===== config.mk =====
export PLATFORM = sky130hd
export DESIGN_NAME = sys_array_pe
export DESIGN_NICKNAME = d
export VERILOG_FILES = /design/src/rtl/sys_array_pkg.sv /design/src/rtl/sys_array_pe_weight_buf.sv /design/src/rtl/sys_array_pe.sv
export SDC_FILE = /design/constraint.sdc
export NUM_CORES = 1
export LEC_CHECK = 0
export ABC_CLOCK_PERIOD_IN_PS = 31800
export CORE_MARGIN = 2
export CORE_UTILIZATION = 37
export CTS_CLUSTER_DIAMETER = 60
export DETAILED_ROUTE_END_ITERATION = 16
export PLACE_DENSITY_LB_ADDON = 0.15
export RECOVER_POWER = 25
export SYNTH_ARGS = -nofsm -noshare
export SYNTH_HDL_FRONTEND = slang
export SYNTH_SLANG_ARGS = --single-unit

===== constraint.sdc =====
create_clock -name clock -period 31.8 [get_ports clock]
set_input_delay 7.95 -clock clock [delete_from_list [all_inputs] [get_ports clock]]
set_output_delay 7.95 -clock clock [all_outputs]
set_load 0.02 [all_outputs]

===== src/rtl/sys_array_pkg.sv =====
// Shared types and helpers for the systolic array processing element.
// Optional build macro: SYS_PE_SATURATE_EN (saturating accumulators).
package sys_array_pkg;

  localparam int PE_DATA_WIDTH = 8;
  localparam int PE_ACC_WIDTH  = 32;

  typedef enum logic [0:0] {
    PE_PASS_SUM  = 1'b0,
    PE_LOCAL_ACC = 1'b1
  } pe_mode_e;

  typedef struct packed {
    logic               clamp;
    logic signed [63:0] val;
  } sat_res_t;

  // Add two sign-extended operands and clamp to a w-bit signed range.
  function automatic sat_res_t sat_add(
    input logic signed [63:0] a,
    input logic signed [63:0] b,
    input int unsigned        w
  );
    logic signed [64:0] s;
    logic signed [64:0] hi;
    logic signed [64:0] lo;
    sat_res_t           r;
    s = $signed({a[63], a}) + $signed({b[63], b});
    hi = (65'sd1 <<< (w - 1)) - 65'sd1;
    lo = -(65'sd1 <<< (w - 1));
    r.clamp = 1'b0;
    r.val   = s[63:0];
    if (s > hi) begin
      r.clamp = 1'b1;
      r.val   = hi[63:0];
    end else if (s < lo) begin
      r.clamp = 1'b1;
      r.val   = lo[63:0];
    end
    return r;
  endfunction

endpackage


===== src/rtl/sys_array_pe_weight_buf.sv =====
// Shadow/active weight pair with a registered load-chain forward.
// The shadow loads while the active weight keeps feeding the multiplier.
module sys_pe_weight_buf
  import sys_array_pkg::*;
#(
  parameter int DATA_WIDTH = PE_DATA_WIDTH
) (
  input  logic                  clock,
  input  logic                  reset,
  input  logic                  w_load,
  input  logic                  w_swap,
  input  logic [DATA_WIDTH-1:0] w_in,
  output logic [DATA_WIDTH-1:0] w_active,
  output logic [DATA_WIDTH-1:0] w_out,
  output logic                  w_load_out
);

  logic [DATA_WIDTH-1:0] shadow;

  // Swap reads the old shadow; w_out mirrors the updated shadow.
  always_ff @(posedge clock) begin
    if (reset) begin
      shadow     <= '0;
      w_active   <= '0;
      w_out      <= '0;
      w_load_out <= 1'b0;
    end else begin
      if (w_load) shadow <= w_in;
      if (w_swap) w_active <= shadow;
      w_out      <= w_load ? w_in : shadow;
      w_load_out <= w_load;
    end
  end

endmodule


===== src/rtl/sys_array_pe.sv =====
// Double-buffered systolic PE: pass-sum or local-accumulate modes.
// Optional build macro: SYS_PE_SATURATE_EN (clamp both adders).
module sys_array_pe
  import sys_array_pkg::*;
#(
  parameter int DATA_WIDTH = PE_DATA_WIDTH,
  parameter int ACC_WIDTH  = PE_ACC_WIDTH
) (
  input  logic                  clock,
  input  logic                  reset,
  input  logic                  mode,
  input  logic                  w_load,
  input  logic                  w_swap,
  input  logic [DATA_WIDTH-1:0] w_in,
  output logic [DATA_WIDTH-1:0] w_out,
  output logic                  w_load_out,
  input  logic                  a_valid_in,
  input  logic [DATA_WIDTH-1:0] a_in,
  output logic                  a_valid_out,
  output logic [DATA_WIDTH-1:0] a_out,
  input  logic                  psum_valid_in,
  input  logic [ACC_WIDTH-1:0]  psum_in,
  output logic                  psum_valid_out,
  output logic [ACC_WIDTH-1:0]  psum_out,
  input  logic                  drain,
  output logic                  ovf
);

  logic [DATA_WIDTH-1:0]          w_act;
  logic signed [2*DATA_WIDTH-1:0] prod;
  logic signed [ACC_WIDTH-1:0]    p_ext;
  logic signed [ACC_WIDTH-1:0]    base;
  logic signed [ACC_WIDTH-1:0]    acc;
  logic signed [ACC_WIDTH-1:0]    sum0;
  logic signed [ACC_WIDTH-1:0]    sum1;
  logic                           clamp0;
  logic                           clamp1;
  logic                           is_acc;

  sys_pe_weight_buf #(
    .DATA_WIDTH(DATA_WIDTH)
  ) u_wbuf (
    .clock     (clock),
    .reset     (reset),
    .w_load    (w_load),
    .w_swap    (w_swap),
    .w_in      (w_in),
    .w_active  (w_act),
    .w_out     (w_out),
    .w_load_out(w_load_out)
  );

  assign is_acc = (pe_mode_e'(mode) == PE_LOCAL_ACC);
  assign prod   = $signed(a_in) * $signed(w_act);
  assign p_ext  = ACC_WIDTH'(prod);
  assign base   = psum_valid_in ? $signed(psum_in) : '0;

`ifdef SYS_PE_SATURATE_EN
  sat_res_t r0;
  sat_res_t r1;

  // Clamping adders for the chain sum and the local accumulator.
  always_comb begin
    r0     = sat_add(64'(base), 64'(p_ext), ACC_WIDTH);
    r1     = sat_add(64'(acc), 64'(p_ext), ACC_WIDTH);
    sum0   = r0.val[ACC_WIDTH-1:0];
    sum1   = r1.val[ACC_WIDTH-1:0];
    clamp0 = r0.clamp;
    clamp1 = r1.clamp;
  end
`else
  // Wrapping adders; overflow only flagged on drain collisions.
  always_comb begin
    sum0   = base + p_ext;
    sum1   = acc + p_ext;
    clamp0 = 1'b0;
    clamp1 = 1'b0;
  end
`endif

  // Activation forward, partial-sum path, accumulator and sticky ovf.
  always_ff @(posedge clock) begin
    if (reset) begin
      a_out          <= '0;
      a_valid_out    <= 1'b0;
      psum_out       <= '0;
      psum_valid_out <= 1'b0;
      acc            <= '0;
      ovf            <= 1'b0;
    end else begin
      a_out       <= a_in;
      a_valid_out <= a_valid_in;
      if (is_acc) begin
        if (drain) begin
          psum_out       <= acc;
          psum_valid_out <= 1'b1;
          acc            <= a_valid_in ? p_ext : '0;
          if (psum_valid_in) ovf <= 1'b1;
        end else begin
          psum_out       <= psum_in;
          psum_valid_out <= psum_valid_in;
          if (a_valid_in) begin
            acc <= sum1;
            if (clamp1) ovf <= 1'b1;
          end
        end
      end else if (a_valid_in) begin
        psum_out       <= sum0;
        psum_valid_out <= 1'b1;
        if (clamp0) ovf <= 1'b1;
      end else begin
        psum_out       <= psum_in;
        psum_valid_out <= psum_valid_in;
      end
    end
  end

endmodule


[After elaboration in Yosys (flattened, before gate mapping)]
Index checks and enable logic that the tools add are counted.
Storage, ports and cells
  register bits: 92
  input port bits: 56
  word-level logic and storage cells: 25
Cells by class
  add/subtract/negate cells: 2
  multiply operators: 1
  muxes and demuxes: 10
  reductions and logical operators: 3
Operators with widths (count)
  2-to-1 mux 32 bit: 7
  adder 32 x 16 -> 32 bit: 2
  multiplier 8 x 8 -> 16 bit: 1
  2-to-1 mux 1 bit: 3
  AND reduction 3 bit: 1
  AND reduction 2 bit: 1
  nonzero test 2 bit: 1

[Longest topological paths before layout]
Gate-level depths: netlist (run 1).
  depth in word-level cells: 4
  depth in mapped cells: 29
  depth with buffers taken out: 28

[Hierarchy]
A second synthesis (run 1) with hierarchy kept.
Unflattened totals
  cell total of the unflattened synthesis: 1150
  area total of the unflattened synthesis: 9515.4 um^2
Modules (own cells, without submodules)
  sys_array_pe: instances 1, cells each 1096, area an instance 8907.3 um^2
  sys_pe_weight_buf: instances 1, cells each 54, area an instance 608.1 um^2

[Worst setup path after synthesis (run 1)]
No wires, ideal clock.
  path kind: input to register
  start point: in a_in[7]
  end point: reg acc[28]
  setup time: 0.080 ns
  arrival time: 15.337 ns
  path slack: 16.383 ns
  cell stages on the path: 28
  path through: clkbuf_1 nand2_1 fa_1 fa_1 inv_1 fa_1 inv_1 fa_1 inv_1 ha_1 nand3_1 nor2_1 a211oi_1 a21o_1 xnor2_1 clkbuf_1 clkbuf_1 ha_1 a21o_1 a21o_1 a21oi_1 a21oi_1 a221oi_1 o21ai_1 o41ai_1 o21ai_1 or4b_1 o211ai_1
On the way
  cells in the longest elaborated chain, start to end: 4
  elaborated cells between the ends (all ways): 5
  classes of those cells: 1 x add/sub; 1 x mul; 3 x mux
RTL lines
  start: declaration: RTL line sys_array_pe.sv:18  | input logic [DATA_WIDTH-1:0] a_in,
  multiplier 8 x 8 -> 16 bit *: RTL line sys_array_pe.sv:54  | assign prod = $signed(a_in) * $signed(w_act);
  adder 32 x 16 -> 32 bit: RTL line sys_array_pe.sv:75  | sum1 = acc + p_ext;
  2-to-1 mux 32 bit: RTL line sys_array_pe.sv:102  | if (a_valid_in) begin
  2-to-1 mux 32 bit *: RTL line sys_array_pe.sv:94  | if (drain) begin
  end signal: assignment: RTL line sys_array_pe.sv:97  | acc <= a_valid_in ? p_ext : '0;
  end signal: assignment: RTL line sys_array_pe.sv:103  | acc <= sum1;
  end: declaration: RTL line sys_array_pe.sv:33  | logic signed [ACC_WIDTH-1:0] acc;
Mark *: on every way between the ends. The rest lies on a longest branch, timed or not. The select of a mux whose other input is x is not followed.
A chain may end at the register's enable or synchronous reset.

[Worst setup path after layout (run 1)]
Ends and elaborated chain as after synthesis.

==> flow_summary.ini, run 1 <==
[layout]
mostFrequentLayoutCell = nor2_1
seqCellArea_um2 = 1840
num-fill-cells = 2509
final_cell_mix = nor2_1 (145), inv_1 (106), dfxtp_1 (92), clkdlybuf4s50_1 (87), ha_1 (84)
multi_input_comb_area_um2 = 7170
n_antenna_cell = 0
drive_gt1_share_pct = 2.64
nets = 1482
syn_to_final_growth_pct = 17.2

[clocking]
cts_root_buffer = clkbuf_16
htree_levels = 3
cts_tree = yes
insertion_delay_ns = 0.36
ctsResizeCount = 0
cts.path.max_buffers = 2
clkSlewWorstSetupHoldPaths_ns = 0.07
hold_buffers = 0
cts_buffers = 9
cts.sinks = 92
cts_setup_buffers = 0

[die]
fp.coreArea_um2 = 25300
start_util_pct = 37.9
dieArea_um2 = 27200
dieWidth_um = 165
pin_count = 108
die_y_um = 165
rows = 58

[timing]
finalCritPeriodShare_pct = 49.4
slew_headroom_pct = -38.9
finalSetupTns_ns = 0
fin_crit_ns = 15.70
finalMaxSlewViolations = 38
fin_skew_ns = 0.0115
hold_violations = 0
setup_violations = 0
grt_setup_unrepaired = false
tightest_slew_ns = 2.08
max_freq_ghz = 0.0637
whs_ns = 0.482

[worst_setup_path]
reg2reg_depth = 24
path_class = in -> reg
arrival_ns = 15.99
r2r_slack_ns = 23.81
crit_required_ns = 32.09
cpMaxStageDelayCell = fa_1
r2r_end = acc[28]
cp_max_fo = 48
slowest_delay_ns = 0.73
path_common_cell = fa_1
cp-end-kind = flop
timing.rr.start = u_wbuf.w_active[2]
worstSetupStartpointType = input pin

[grt]
grt_pass1_wl_mm = 44.7
grt_pass1_vias = 8241
globalRouteOverflowTotal = 0
grt_max_degree = 53
grt.total_usage_pct = 21.0
antenna_found_initial = 0

[route]
drtIter0Drc = 653
detail-route-antenna-nets = 0
drt-wirelength-per-cell_um = 17.4
wl_mm = 28.2
drcViolationCount = 0
drtPass1Iterations = 5
via_count = 8777
routed_via_density = 5.42

[yosys]
synthesis.area_um2 = 9590
synth_xor_area_share_pct = 5.75
synth-simple-area-share_pct = 21.7
synthTopCellsByArea = dfxtp_1 (19%), fa_1 (12%), ha_1 (11%)
yosys_most_used_dff = dfxtp_1
syn_avg_cell_area_um2 = 7.93
synth_top_family_by_area = adder cells
synth-compound-area-share_pct = 20.5
netlist_instances = 1209
async_flop_share_pct = 0
synth_top_area_share_pct = 19.2
synth-edff-count = 0
ys_warn_count = 0
synth_mux_area_share_pct = 3.90
yosysTopAreaCell = dfxtp_1
yosysSeqAreaShare_pct = 19.2
syn-num-nets = 1406
synth_seq_cells = 92
ys_types = 66
synthAdderAreaFrac_pct = 22.9

[hold_path]
hold_class = reg -> reg
whs_path_depth = 2
hold_end = ovf
hold_start = ovf

[power]
power_leakage_nw = 5.02
peakVddDrop_uv = 20.3
powerDensity_nw_per_um2 = 37.8

[outcome]
violations = capacitance limit, slew limit
outcome = finished with violations

[placement]
gp_congestion = 0.885
place_hpwl_mm = 21.7
port_buffers = 107

[job]
cap_violations = 1
through the flow:
| step | cells | worst slack, ns | cell area, um^2 | total power [W] | util [%] |
|---|---|---|---|---|---|
| 3_3_place_gp | 1604 | 15.97 | 10900 | 0.000316 | 43.2 |
| 4_1_cts | 1620 | 16.21 | 11200 | 0.000427 | 44.4 |
| 3_5_place_dp | 1604 | 15.85 | 10900 | 0.000316 | 43.2 |
| 5_1_grt | 1620 | 15.64 | 11200 | 0.000451 | 44.4 |
| 6_report | 1620 | 16.10 | 11200 | 0.000425 | 44.4 |
| 2_1_floorplan | 1209 | 16.38 | 9590 | 0.000261 | - |
registers in the layout, summed over array words and instances, names as in the netlist:
name	cells
psum_valid_out	1
u_wbuf.shadow	8
acc	32
u_wbuf.w_load_out	1
u_wbuf.w_active	8
psum_out	32
ovf	1
a_out	8
a_valid_out	1
cell families after synthesis:
| kind of cell | after synthesis |
|---|---|
| buffers and inverters | 156 |
| XOR/XNOR | 63 |
| AND/OR/NAND/NOR | 425 |
| AO/OA/AOI/OAI | 295 |
| multiplexers | 37 |
| adder cells (fa/ha/maj) | 141 |
| flip-flops | 92 |
cells in the mapped netlist (27+ instances only):
cell	n
o21ai_0	48
mux2i_1	34
ha_1	84
nand2_1	76
clkbuf_1	45
inv_1	106
fa_1	57
a211oi_1	27
and2_1	72
nor2b_1	30
a21oi_1	76
nor2_1	146
xnor2_1	39
dfxtp_1	92
worst max-delay path by stage:
stage | end | from
global route | acc[28] | a_in[7]
global placement | psum_out[31] | a_in[7]
floorplan | acc[28] | a_in[7]
CTS | psum_out[31] | a_in[7]
finish | acc[28] | a_in[7]
detailed placement | psum_out[31] | a_in[7]
cell type report:
cell class / count / share of cell area [%]
Clock buffer: 9 / 2.00
Clock inverter: 7 / 0.624
Inverter: 107 / 3.57
Multi-Input combinational cell: 961 / 63.8
Sequential cell: 92 / 16.4
Tap cell: 330 / 3.67
Timing Repair Buffer: 114 / 9.91
worst max-delay path, delay by kind of cell:
| kind | cells | cell delay (ns) |
|---|---|---|
| compound gates | 13 | 2.99 |
| xor+xnor | 1 | 0.13 |
| fa+ha+maj | 6 | 2.98 |
| buf+inv | 3 | 1.22 |
| simple gates | 2 | 0.67 |
power breakdown:
group	leakage, nW	internal, W	total (W)	switching [W]
Combinational	4.11	0.0000759	0.000184	0.000108
Sequential	0.761	0.000125	0.000132	0.00000684
Clock	0.147	0.0000553	0.000109	0.0000540
routing by layer:
layer	up-vias	share of wire [%]	track usage [%]
li1	4363	-	-
met1	4119	48	29.4
met2	249	45	33.5
met3	46	4.7	2.41
met4	0	2.7	7.51
met5	-	0	0
Power figures use the tool's default switching activity.
==> inputs of run 2 (changes only) <==
--- a/config.mk
+++ b/config.mk
@@ -5,7 +5,7 @@
 export SDC_FILE = /design/constraint.sdc
 export NUM_CORES = 1
 export LEC_CHECK = 0
-export ABC_CLOCK_PERIOD_IN_PS = 31800
+export ABC_CLOCK_PERIOD_IN_PS = 14900
 export CORE_MARGIN = 2
 export CORE_UTILIZATION = 37
 export CTS_CLUSTER_DIAMETER = 60
==> constraint.sdc (replaced) <==
create_clock -name clock -period 14.9 [get_ports clock]
set_input_delay 3.725 -clock clock [delete_from_list [all_inputs] [get_ports clock]]
set_output_delay 3.725 -clock clock [all_outputs]
set_load 0.02 [all_outputs]
==> run 2 against run 1 <==
  * The flow still finishes with violations (capacitance limit, slew limit)
  * Sequential power grew 110%
  * Critical endpoint unchanged
  * Largest cell class unchanged
  * Flip-flop and latch count did not move
  * Highest routed layer unchanged
  * Die area stayed put
  * Setup slack lost 13 ns
  * Global-route usage up 0.11 points
==> flow_summary.ini, run 2 (same netlist as run 1, synthesis figures left out) <==
[die]
rows = 58
dieArea_um2 = 27200
pin_count = 108
die_y_um = 165
start_util_pct = 37.9
fp.coreArea_um2 = 25300
dieWidth_um = 165

[timing]
hold_violations = 0
tightest_slew_ns = 2.05
max_freq_ghz = 0.0863
finalSetupTns_ns = 0
setup_violations = 0
grt_setup_unrepaired = false
slew_headroom_pct = -36.6
fin_crit_ns = 11.58
finalMaxSlewViolations = 38
fin_skew_ns = 0.0107
finalCritPeriodShare_pct = 77.7
whs_ns = 0.490

[clocking]
ctsResizeCount = 0
clkSlewWorstSetupHoldPaths_ns = 0.07
cts_root_buffer = clkbuf_16
hold_buffers = 0
cts.path.max_buffers = 2
cts_buffers = 9
cts_setup_buffers = 0
htree_levels = 3
insertion_delay_ns = 0.35
cts.sinks = 92
cts_tree = yes

[layout]
seqCellArea_um2 = 1840
layout.cells.non_filler = 1620
syn_to_final_growth_pct = 16.9
multi_input_comb_area_um2 = 7170
nets = 1482
mostFrequentLayoutCell = nor2_1
num-fill-cells = 2546
largestRegisters = acc: 32 flops, psum_out: 32 flops
final_cell_mix = nor2_1 (145), inv_1 (106), dfxtp_1 (92), clkdlybuf4s50_1 (87), ha_1 (84)
drive_gt1_share_pct = 2.48
n_antenna_cell = 0

[route]
drtIter0Drc = 580
detail-route-antenna-nets = 0
drtPass1Iterations = 5
wl_met1_mm = 13.5
routed_via_density = 5.38
met3WireLength_mm = 1.22
drt-wirelength-per-cell_um = 17.4
wl_met2_mm = 12.7
wl_mm = 28.2
top_layer = met4
drcViolationCount = 0
via_count = 8714

[job]
cap_violations = 1

[power]
power_switching_w = 0.000351
clkPwrFrac_pct = 24.7
powerDensity_nw_per_um2 = 79.7
p_int_w = 0.000542
power_leakage_nw = 5.00
peakVddDrop_uv = 46.8
p_sw_share_pct = 39.3
power_frac_seq_pct = 31.4
combPwrFrac_pct = 43.9

[worst_setup_path]
arrival_ns = 11.86
r2r_slack_ns = 6.83
crit_required_ns = 15.18
worstSetupStartpointType = input pin
path_class = in -> reg
cp_max_fo = 48
cp-end-kind = flop

[placement]
gp_congestion = 0.885
dpl.cell_count = 1604
port_buffers = 107
place_hpwl_mm = 21.6

[outcome]
violations = capacitance limit, slew limit
outcome = finished with violations

[hold_path]
hold_class = reg -> reg

[grt]
globalRouteOverflowTotal = 0
grt_max_degree = 53
grt_pass1_wl_mm = 45.1
grt_pass1_vias = 8305
grt.total_usage_pct = 21.2
antenna_found_initial = 0
==> run 2: per-stage QoR <==
stage / util (%) / total power, W / cell area [um^2] / setup WS [ns]
6_report: 44.3 / 0.000894 / 11200 / 3.32
5_1_grt: 44.3 / 0.000955 / 11200 / 2.89
4_1_cts: 44.3 / 0.000901 / 11200 / 3.48
3_5_place_dp: 43.2 / 0.000673 / 10900 / 3.16
3_3_place_gp: 43.2 / 0.000674 / 10900 / 3.29
2_1_floorplan: - / 0.000557 / 9590 / 3.71
==> run 2: worst paths after layout <==
kind / startpoint / end / cells past startpoint
hold reg to reg: ovf / ovf / 2
setup reg to reg: u_wbuf.w_active[2] / acc[28] / 26
hold / removal: ovf / ovf / 2
setup / recovery: a_in[7] / acc[28] / 27
==> run 2: power by group through the flow <==
stage	logic (W)	clock network (W)	registers [W]
CTS	0.000390	0.000230	0.000281
floorplan	0.000261	0	0.000296
detailed placement	0.000387	0	0.000287
finish	0.000392	0.000220	0.000281
global route	0.000433	0.000239	0.000283
global placement	0.000388	0	0.000287
==> run 2: critical path, stage by stage <==
cell,delay (ns)
dlygate4sd3_1,0.69
nand2_1,0.19
fa_1,0.64
fa_1,0.54
inv_1,0.06
fa_1,0.47
inv_1,0.05
fa_1,0.48
inv_1,0.04
ha_1,0.35
nand3_1,0.15
nor2_1,0.07
a211oi_1,0.49
a21o_1,0.30
xnor2_2,0.13
buf_4,0.48
ha_1,0.41
a21o_1,0.18
a21o_1,0.17
a21oi_1,0.18
a21oi_1,0.11
a221oi_1,0.44
o21ai_1,0.18
o41ai_1,0.55
o21ai_1,0.19
or4b_1,0.49
o211ai_1,0.09
==> run 2: layer usage <==
metal  up-vias  GRT usage, %
met3        46          2.46
met2       234          34.2
met5         -             0
met1      4068          29.3
li1       4366             -
met4         0          7.15
==> run 2: cell type report <==
class	count	area share [%]
inverters	107	3.58
clock inverters	5	0.335
flip-flops and latches	92	16.4
multi-input cells	961	64.0
repair buffers	114	9.93
well taps	330	3.68
clock buffers	11	2.08
==> RTL edit (settings of run 1) <==
Register the input `drain` before use, without a reset. The logic sees it one clock later. The other inputs are not delayed to match.
--- a/src/rtl/sys_array_pe.sv
+++ b/src/rtl/sys_array_pe.sv
@@ -26,4 +26,10 @@
   output logic                  ovf
 );
+
+  logic drain_q;
+
+  always_ff @(posedge clock) begin
+    drain_q <= drain;
+  end
 
   logic [DATA_WIDTH-1:0]          w_act;
@@ -92,5 +98,5 @@
       a_valid_out <= a_valid_in;
       if (is_acc) begin
-        if (drain) begin
+        if (drain_q) begin
           psum_out       <= acc;
           psum_valid_out <= 1'b1;
Check against the original RTL: not equivalent (Yosys sat finds a counterexample within 4 cycles, from zero or initial values and one cycle with reset high).
==> RTL edit against run 1 <==
  * The run still ends with capacitance limit, slew limit left
  * Total power up 1.9%
  * Design area up 0.21%
  * Fmax down 0.72%
  * Sequential cell count up 1
  * Utilization up 0.094 points
  * Count of clock-buffer cells in the layout up 1
  * Setup slack worse by 0.11 ns
  * Routed wire length up 1.9%
  * First-iteration DRC count down 0.77%
  * Via count up 0.22%
  * Area after synthesis up 0.21%
  * Highest routed layer unchanged
==> RTL edit: results (changes against run 1) <==
{| class="wikitable"
! Metric !! Value
|-
| Status || finished with violations
|-
| Violations in the final reports || capacitance limit, slew limit
|-
| HPWL after detailed placement || 22,000 µm (+1.4%)
|-
| Fin Setup TNS || 0 ns (unchanged)
|-
| Net count after synthesis || 1,407 (+0.071%)
|-
| Weighted congestion reported at the end of routability-driven placement || 0.918 (+3.7%)
|-
| Ranking of synthesized cells by instance count || nor2_1 (146), inv_1 (106), dfxtp_1 (93)
|-
| Via count of the first global-routing pass || 8,627 (+4.7%)
|-
| Register-to-Register Path Depth || 21 (-13%)
|-
| Multiplexer share of the synthesized area || 3.89% (-0.0081 points)
|-
| Tightest Pin Transition || 3.97 ns (+1.89 ns)
|-
| Pre-CTS worst setup slack || 15.73 ns (-0.123 ns)
|-
| Vias after detailed routing || 8,796 (+0.22%)
|-
| Iteration-0 DRC count of the detailed router || 648 (-0.77%)
|-
| Proportion of layout cells with a drive suffix above 1 || 2.56% (-0.078 points)
|-
| Critical path data arrival time || 16.09 ns (+0.10 ns)
|-
| Mapped Cells || 1,210 (+0.083%)
|-
| Synth top area cells || dfxtp_1 (19%), fa_1 (12%), ha_1 (11%), nor2_1 (5.7%), and2_1 (4.7%)
|-
| Max-slew violation total from the final report || 84 (+120%)
|-
| Maxcap violations || 1 (unchanged)
|-
| Static leakage || 5.02 nW (about the same)
|-
| Crit-path max FO || 9 (-81%)
|-
| Total global routing track utilization || 21.5% (+0.44 points)
|-
| Fraction of post-synthesis cell area in the top cell type by area || 19.4% (+0.17 points)
|-
| Compound-Gate Fraction of Synth Area || 20.4% (-0.043 points)
|-
| Parity-gate share of the synthesized area counting xor and xnor cells || 5.74% (-0.012 points)
|-
| Sequential element share of the synthesized area || 19.4% (+0.17 points)
|-
| Number of placed cells counting well taps || 1,605 (+0.062%)
|-
| Number of CTS-inserted buffers || 9 (unchanged)
|-
| Share of synthesized cell area in full adder, half adder and majority cells || 22.8% (-0.048 points)
|-
| Fin nets || 1,483 (+0.067%)
|-
| Worst ir drop on vdd || 24.5 µV (+21%)
|-
| Post-Route Skew || 0.0129 ns (+0.00142 ns)
|-
| DR WL/cell || 17.7 µm (+1.9%)
|-
| Global-route congestion overflow total || 0 (unchanged)
|-
| Global-route wire length before repair || 45,900 µm (+2.7%)
|-
| Maximum number of pins on one net before global-route repair || 84 (+58%)
|-
| Fillers || 2,565 (+2.2%)
|}
## RTL edit: cell types whose count changed after synthesis
cell / run 1 / this run
dfxtp_1: 92 / 93
## RTL edit: critical path, stage by stage
cell and delay, ns:
clkdlybuf4s50_1 0.62, nand2_1 0.18, fa_1 0.73, fa_1 0.50, fa_1 0.53, inv_1 0.06
fa_1 0.43, ha_1 0.38, a21oi_1 0.14, o21ai_0 0.11, a211oi_1 0.53, a21o_1 0.30
xnor2_1 0.33, ha_1 0.40, or3_1 0.34, o32ai_2 0.37, and3b_1 0.24, mux2_2 0.30
or3_1 0.36, a222oi_1 0.78, mux2i_1 0.20, a221oi_2 0.29
## RTL edit: per-layer routing
layer  track usage [%]  wire length (µm)
met5                 0                 0
met4              6.84               718
met3              2.60              1520
met2              35.0             13100
met1              29.6             13400
## RTL edit: power breakdown
group | internal, mW | total (mW) | switching [mW]
Clock | 0.0631 | 0.116 | 0.0525
Combinational | 0.0764 | 0.184 | 0.108
Sequential | 0.126 | 0.133 | 0.00707
## RTL edit: stage by stage
step                power [mW]  util [%]  instance area [µm²]
global route             0.462      44.5                11300
floorplan                0.262         -                 9610
global placement         0.317      43.3                11000
detailed placement       0.317      43.3                11000
finish                   0.433      44.5                11300
CTS                      0.436      44.5                11300
## RTL edit: layout make-up
cell class | instances | area share [%]
repair buffers | 114 | 9.89
multi-input cells | 961 | 63.7
clock inverters | 5 | 0.533
inverters | 107 | 3.57
well taps | 330 | 3.67
flip-flops and latches | 93 | 16.5
clock buffers | 10 | 2.12
## RTL edit: final timing paths
| check | endpoint | slack [ns] | startpoint |
|---|---|---|---|
| min | acc[17] | 0.52 | acc[17] |
| max | psum_out[31] | 15.98 | a_in[7] |
| min reg2reg | acc[17] | 0.52 | acc[17] |
| max reg2reg | psum_out[31] | 23.67 | u_wbuf.w_active[2] |
